==> config.mk <==
export PLATFORM = sky130hd
export DESIGN_NAME = xif_offload_ctrl
export DESIGN_NICKNAME = d
export VERILOG_FILES = /design/src/rtl/xif_offload_ctrl.sv
export SDC_FILE = /design/constraint.sdc
export NUM_CORES = 1
export LEC_CHECK = 0
export BUFFER_PORTS_ARGS = -buffer_cell sky130_fd_sc_hd__buf_2
export CAP_MARGIN = 20
export CORE_ASPECT_RATIO = 0.9
export CORE_MARGIN = 8
export CORE_UTILIZATION = 35
export DETAILED_ROUTE_END_ITERATION = 7
export PLACE_DENSITY = 0.76
export SYNTH_ARGS = -nofsm -noshare
export SYNTH_HDL_FRONTEND = slang
export SYNTH_SLANG_ARGS = --single-unit
export TNS_END_PERCENT = 5
==> constraint.sdc <==
create_clock -name clk_i -period 2.65 [get_ports clk_i]
set_input_delay 0.3975 -clock clk_i [delete_from_list [all_inputs] [get_ports clk_i]]
set_output_delay 0.3975 -clock clk_i [all_outputs]
set_load 0.005 [all_outputs]
==> src/rtl/xif_offload_ctrl.sv <==
// xif_offload_ctrl: core-side CV-X-IF initiator. Takes one custom instruction
// from ID and runs it through issue -> commit -> result, then drives a
// one-cycle writeback strobe (or an illegal pulse if the coprocessor rejects).
// One instruction in flight at a time.
// Optional build macro XIF_TIMEOUT_EN: enables a result watchdog that abandons
// the RESULT wait after TIMEOUT_CYCLES cycles and pulses timeout_o.
module xif_offload_ctrl #(
  parameter int X_ID_WIDTH     = 4,
  parameter int TIMEOUT_CYCLES = 64
) (
  input  logic                  clk_i,
  input  logic                  rst_ni,
  input  logic                  id_valid_i,
  output logic                  id_ready_o,
  input  logic [31:0]           id_instr_i,
  input  logic [31:0]           id_rs1_i,
  input  logic [31:0]           id_rs2_i,
  input  logic                  id_kill_i,
  output logic                  xif_issue_valid_o,
  input  logic                  xif_issue_ready_i,
  output logic [31:0]           xif_issue_instr_o,
  output logic [31:0]           xif_issue_rs1_o,
  output logic [31:0]           xif_issue_rs2_o,
  output logic [X_ID_WIDTH-1:0] xif_issue_id_o,
  input  logic                  xif_issue_accept_i,
  output logic                  xif_commit_valid_o,
  output logic [X_ID_WIDTH-1:0] xif_commit_id_o,
  output logic                  xif_commit_kill_o,
  input  logic                  xif_result_valid_i,
  output logic                  xif_result_ready_o,
  input  logic [X_ID_WIDTH-1:0] xif_result_id_i,
  input  logic [4:0]            xif_result_rd_i,
  input  logic                  xif_result_we_i,
  input  logic [31:0]           xif_result_data_i,
  output logic                  wb_valid_o,
  output logic [4:0]            wb_rd_o,
  output logic [31:0]           wb_data_o,
  output logic                  illegal_o,
  output logic                  busy_o,
  output logic                  timeout_o
);

  localparam logic [1:0] S_IDLE   = 2'd0;
  localparam logic [1:0] S_ISSUE  = 2'd1;
  localparam logic [1:0] S_COMMIT = 2'd2;
  localparam logic [1:0] S_RESULT = 2'd3;

  typedef struct packed {
    logic [31:0] instr;
    logic [31:0] rs1;
    logic [31:0] rs2;
  } iss_req_t;

  logic [1:0]            state_q, state_d;
  iss_req_t              req_q, req_d;
  logic [X_ID_WIDTH-1:0] id_cnt_q, id_cnt_d;
  logic [X_ID_WIDTH-1:0] iss_id_q, iss_id_d;
  logic                  kill_pend_q, kill_pend_d;
  logic                  illegal_q, illegal_d;
  logic                  wb_valid_q, wb_valid_d;
  logic [4:0]            wb_rd_q, wb_rd_d;
  logic [31:0]           wb_data_q, wb_data_d;
  logic                  timeout_q, timeout_d;

  logic issue_hs, res_match, commit_kill, tmo_hit;

  assign issue_hs    = (state_q == S_ISSUE) && xif_issue_ready_i;
  assign res_match   = (state_q == S_RESULT) && xif_result_valid_i &&
                       (xif_result_id_i == iss_id_q);
  // A kill seen in the commit cycle itself still has to reach the coprocessor.
  assign commit_kill = kill_pend_q || id_kill_i;

`ifdef XIF_TIMEOUT_EN
  localparam int TW = $clog2(TIMEOUT_CYCLES + 1);
  logic [TW-1:0] tmo_cnt_q, tmo_cnt_d;

  assign tmo_hit = (state_q == S_RESULT) && !res_match &&
                   (tmo_cnt_q == TW'(TIMEOUT_CYCLES - 1));

  // Watchdog: restart while committing, count every RESULT cycle without a match.
  always_comb begin
    tmo_cnt_d = tmo_cnt_q;
    if (state_q == S_COMMIT)                     tmo_cnt_d = '0;
    else if (state_q == S_RESULT && !res_match)  tmo_cnt_d = tmo_cnt_q + TW'(1);
  end

  // Watchdog counter register.
  always_ff @(posedge clk_i or negedge rst_ni) begin
    if (!rst_ni) tmo_cnt_q <= '0;
    else         tmo_cnt_q <= tmo_cnt_d;
  end
`else
  logic unused_tmo;
  assign unused_tmo = (TIMEOUT_CYCLES == 0);
  assign tmo_hit    = 1'b0;
`endif

  // Next-state: IDLE -> ISSUE -> COMMIT -> RESULT -> IDLE with early exits.
  always_comb begin
    state_d = state_q;
    case (state_q)
      S_IDLE:   if (id_valid_i && !id_kill_i) state_d = S_ISSUE;
      S_ISSUE:  if (issue_hs) state_d = xif_issue_accept_i ? S_COMMIT : S_IDLE;
      S_COMMIT: state_d = commit_kill ? S_IDLE : S_RESULT;
      S_RESULT: if (res_match || tmo_hit) state_d = S_IDLE;
      default:  state_d = S_IDLE;
    endcase
  end

  // Datapath next-state: payload capture, ID counter, kill tracking, strobes.
  always_comb begin
    req_d = req_q;
    if (state_q == S_IDLE && id_valid_i && !id_kill_i)
      req_d = '{instr: id_instr_i, rs1: id_rs1_i, rs2: id_rs2_i};

    // Every issue handshake consumes an ID, accepted or not.
    id_cnt_d = issue_hs ? id_cnt_q + X_ID_WIDTH'(1) : id_cnt_q;
    iss_id_d = issue_hs ? id_cnt_q : iss_id_q;

    kill_pend_d = kill_pend_q;
    if ((state_q == S_ISSUE || state_q == S_COMMIT) && id_kill_i) kill_pend_d = 1'b1;
    if (state_d == S_IDLE) kill_pend_d = 1'b0;

    illegal_d  = issue_hs && !xif_issue_accept_i;
    wb_valid_d = res_match && xif_result_we_i;
    wb_rd_d    = res_match ? xif_result_rd_i   : wb_rd_q;
    wb_data_d  = res_match ? xif_result_data_i : wb_data_q;
    timeout_d  = tmo_hit;
  end

  // State and payload registers.
  always_ff @(posedge clk_i or negedge rst_ni) begin
    if (!rst_ni) begin
      state_q     <= S_IDLE;
      req_q       <= '0;
      id_cnt_q    <= '0;
      iss_id_q    <= '0;
      kill_pend_q <= 1'b0;
      illegal_q   <= 1'b0;
      wb_valid_q  <= 1'b0;
      wb_rd_q     <= '0;
      wb_data_q   <= '0;
      timeout_q   <= 1'b0;
    end else begin
      state_q     <= state_d;
      req_q       <= req_d;
      id_cnt_q    <= id_cnt_d;
      iss_id_q    <= iss_id_d;
      kill_pend_q <= kill_pend_d;
      illegal_q   <= illegal_d;
      wb_valid_q  <= wb_valid_d;
      wb_rd_q     <= wb_rd_d;
      wb_data_q   <= wb_data_d;
      timeout_q   <= timeout_d;
    end
  end

  assign id_ready_o         = (state_q == S_IDLE);
  assign busy_o             = (state_q != S_IDLE);
  assign xif_issue_valid_o  = (state_q == S_ISSUE);
  assign xif_issue_instr_o  = req_q.instr;
  assign xif_issue_rs1_o    = req_q.rs1;
  assign xif_issue_rs2_o    = req_q.rs2;
  assign xif_issue_id_o     = id_cnt_q;
  assign xif_commit_valid_o = (state_q == S_COMMIT);
  assign xif_commit_id_o    = iss_id_q;
  assign xif_commit_kill_o  = (state_q == S_COMMIT) && commit_kill;
  assign xif_result_ready_o = (state_q == S_RESULT);
  assign wb_valid_o         = wb_valid_q;
  assign wb_rd_o            = wb_rd_q;
  assign wb_data_o          = wb_data_q;
  assign illegal_o          = illegal_q;
  assign timeout_o          = timeout_q;

endmodule

==> metrics.md <==
| Metric | Value |
|---|---|
| Number of pins with negative max-slew slack in the final report | `0` |
| Worst Skew | `0.0109 ns` |
| Commonest non-fill, non-tap cell in the layout | `sky130_fd_sc_hd__buf_2` |
| Data arrival at the endpoint of the critical path | `around 2.4 ns` |
| Final weighted congestion of routability-driven global placement | `0.730` |
| Sum of buffers and inverters on the critical path | `1` |
| Starting density of the core | `35.9%` |
| Post-CTS Hold Fix Bufs | `1` |
| Mapped Cells | `about 350` |
| Slowest Stage Delay on Critical Path | `0.50 ns` |
| CTS Buf Count | `17` |
| Slack of the worst reg-to-reg path | `0.57 ns` |
| Ratio of routed vias to standard cells | `4.51` |
| Placeable core region | `0.0162 mm^2` |
| Cell type of the slowest stage on the worst timing path | `sky130_fd_sc_hd__or3_2` |
| Via count of the first global-routing pass | `4347` |
| Post-route antenna net violation count | `0` |
| Required arrival time at the worst endpoint | `between 2 and 3 ns` |
| Global route overflow | `0` |
| Launching element type of the critical path | `register` |
| Placed Area | `0.00750 mm^2` |
| Total via count in the routed design | `3920` |
| Antenna fix cells | `0` |
| Final WL | `15100 um` |
| Top-level port count | `between 200 and 300` |
| Die footprint | `0.0210 mm^2` |
| Clock tree buffer depth | `2` |
| Wire length of the first global-routing pass | `23300 um` |
| Clock tree from TritonCTS | `built` |
| Post-Route Utilization | `about half` |
| Shortest period the worst path allows | `2.08 ns` |
| Fraction of power consumed by combinational cells | `between 30% and 40%` |
| Crit path depth | `5` |
| Synth Area per Inst | `16.7 um^2` |
| Floorplan die height | `138 um` |
| Startpoint of the worst register-to-register path | `state_q[1]$_DFF_PN0_` |
| Area added between synthesis and finish | `39.2%` |
| Worst setup EP type | `register` |
| Synthesized area | `0.00581 mm^2` |
| Setup TNS | `0 ns` |
| CTS root buffer | `sky130_fd_sc_hd__clkbuf_16` |
| Count of standard-cell rows | `44` |
| Number of sinks handled by clock tree synthesis | `between 100 and 150` |
| Antenna violations before repair | `0` |
| Final critical-path share of the clock period | `between 70% and 80%` |
| Switching Power | `2750 uW` |
| Final setup fails | `0` |
| Routed wire per std cell | `17.3 um` |
| Crit path kind | `register to register` |
| Number of setup buffers added after CTS | `0` |
| RSZ-0062 raised after global routing | `no` |
| Count of cells resized by post-cts repair | `0` |
| Overall power consumption | `9210 uW` |
| Commonest register cell after synthesis | `sky130_fd_sc_hd__dfrtp_1` |
| Outcome | `finished clean` |
| Sequential cell fraction of total power | `41.5%` |
| Async SR Flop Fraction | `100%` |
| Share of synthesized area occupied by flip-flops and latches | `62.9%` |
| Most frequent cells in the layout | `sky130_fd_sc_hd__buf_2 (292), sky130_fd_sc_hd__dfrtp_1 (146), sky130_fd_sc_hd__mux2_2 (102)` |
| Total half-perimeter wirelength after legalization and detailed placement | `between 10000 and 15000 um` |
| Capture point of the critical path | `wb_data_o[20]$_DFFE_PN0P_` |
| Hold WS | `around 0.16 ns` |
| IR drop worst, VDD | `between 0.6 and 0.7 mV` |
| First-pass DRT Iterations | `4` |
| Clock slew seen by the registers of the worst setup and hold paths | `0.06 ns` |
| Synthesis-stage register bit count | `approximately 150` |
| Unique masters post-synth | `32` |
| Largest fanout on the critical path | `38` |
| Overall die width | `152 um` |
| Power density of the placed cells | `1140 mW/mm^2` |
| Worst setup startpoint | `state_q[1]$_DFF_PN0_` |
| DRC violation count after routing | `0` |
| Number of nets in the finished design | `800` |
| Crit path max-delay family | `simple AND/OR/NAND/NOR gates` |
| Final Cell Area | `just over 0.008 mm^2` |
| Violation count after the first detailed-route iteration | `approximately 110` |
| Depth of the worst register-to-register path | `5` |
| Synthesized net count | `497` |
| Final hold vios | `0` |
| Maximum number of pins on one net before global-route repair | `64` |
| Clock network latency to the later pin of the worst-skew pair | `0.41 ns` |
| Maximum clock rate | `481 MHz` |
| Sequence of cells on the critical path | `ha_1, o2111ai_1, or3_2, buf_12, mux2_4` |
| Reported max-cap violation count | `0` |
| Filler Cells Inserted | `1431` |
| Reg-to-Reg End | `wb_data_o[20]$_DFFE_PN0P_` |
| Number of warnings reported in the yosys synthesis log | `0` |
| Class of the tightest hold or removal check | `primary input to register` |
| Share of layout cells above drive strength 1 | `71.2%` |
| Total number of H-tree levels | `4` |
| Port bufs | `293` |
| Leakage | `~0.0043 uW` |
| Number of enable flip-flop cells after synthesis | `0` |
| Total track usage | `14.1%` |
| P_int | `about 6500 uW` |
| Clock network fraction of total power | `24.9%` |
| Switching fraction of total power | `29.8%` |
==> worst min-delay path by stage <==
stage	from	to	slack, ns	cells past startpoint
after floorplan	rst_ni	illegal_o$_DFF_PN0_	0.10	0
after CTS	xif_issue_accept_i	illegal_o$_DFF_PN0_	0.13	2
after global routing	xif_issue_accept_i	illegal_o$_DFF_PN0_	0.16	2
final	xif_issue_accept_i	illegal_o$_DFF_PN0_	0.16	2
after global placement	rst_ni	xif_issue_rs1_o[0]$_DFFE_PN0P_	0.29	1
after detailed placement	rst_ni	xif_issue_rs1_o[7]$_DFFE_PN0P_	0.29	1
==> power groups by stage <==
stage,registers [uW],logic [uW],clock network (uW)
floorplan,3910,1460,0
finish,3820,3090,2290
CTS,3820,3170,2370
detailed placement,3850,3160,0
global route,3950,3390,2450
global placement,3800,3090,0
==> cell usage after synthesis, drive strengths merged (2+ instances only) <==
master	instances	share of area, %
xnor2	3	0.45
dfrtp	146	63
inv	8	0.52
ha	5	1.1
nand3b	2	0.26
nand2	2	0.13
nor2	4	0.26
o21ai	2	0.17
nand3	2	0.17
nor2b	2	0.22
clkbuf	7	0.45
a21o	2	0.26
mux2	139	29
buf	10	2.0
==> area by class of cell <==
class	instances	area, um^2	area share [%]
clock buffer	19	443	5.48
clock inverter	13	129	1.59
inverter	8	30.0	0.372
multi-input combinational	176	1980	24.5
sequential	146	3650	45.2
tap	207	259	3.20
timing repair buffer	301	1590	19.6
==> cells by family (layout without fill, tap and decap cells) <==
logic type	after synthesis	in the layout	synth area share (%)
other	1	1	0.0646
adder cells (fa/ha/maj)	5	5	1.08
buffers and inverters	25	341	2.93
flip-flops	146	146	62.9
multiplexers	139	139	29.4
AND/OR/NAND/NOR	13	13	1.14
XOR/XNOR	4	4	0.604
AO/OA/AOI/OAI	14	14	1.90
==> routing by layer <==
layer | global-route usage, % | wire length, um | vias to the layer above
met5 | 0 | 0 | -
met3 | 6.33 | 1800 | 13
met4 | 4.28 | 191 | 0
met2 | 23.8 | 7380 | 181
li1 | - | - | 1820
met1 | 15.6 | 5710 | 1906
==> state kept, by name (all words and copies together) (netlist names), 2 cells and up <==
| register | cells |
|---|---|
| wb_rd_o | 5 |
| state_q | 2 |
| xif_issue_rs2_o | 32 |
| xif_issue_id_o | 4 |
| xif_issue_instr_o | 32 |
| xif_commit_id_o | 4 |
| wb_data_o | 32 |
| xif_issue_rs1_o | 32 |
==> metrics by stage <==
step	setup WS [ns]	cells
finish	0.571	870
global route	0.468	870
CTS	0.597	870
detailed placement	0.551	837
global placement	0.571	837
floorplan	0.684	347
Note: power is estimated with default switching activity, not from simulation.
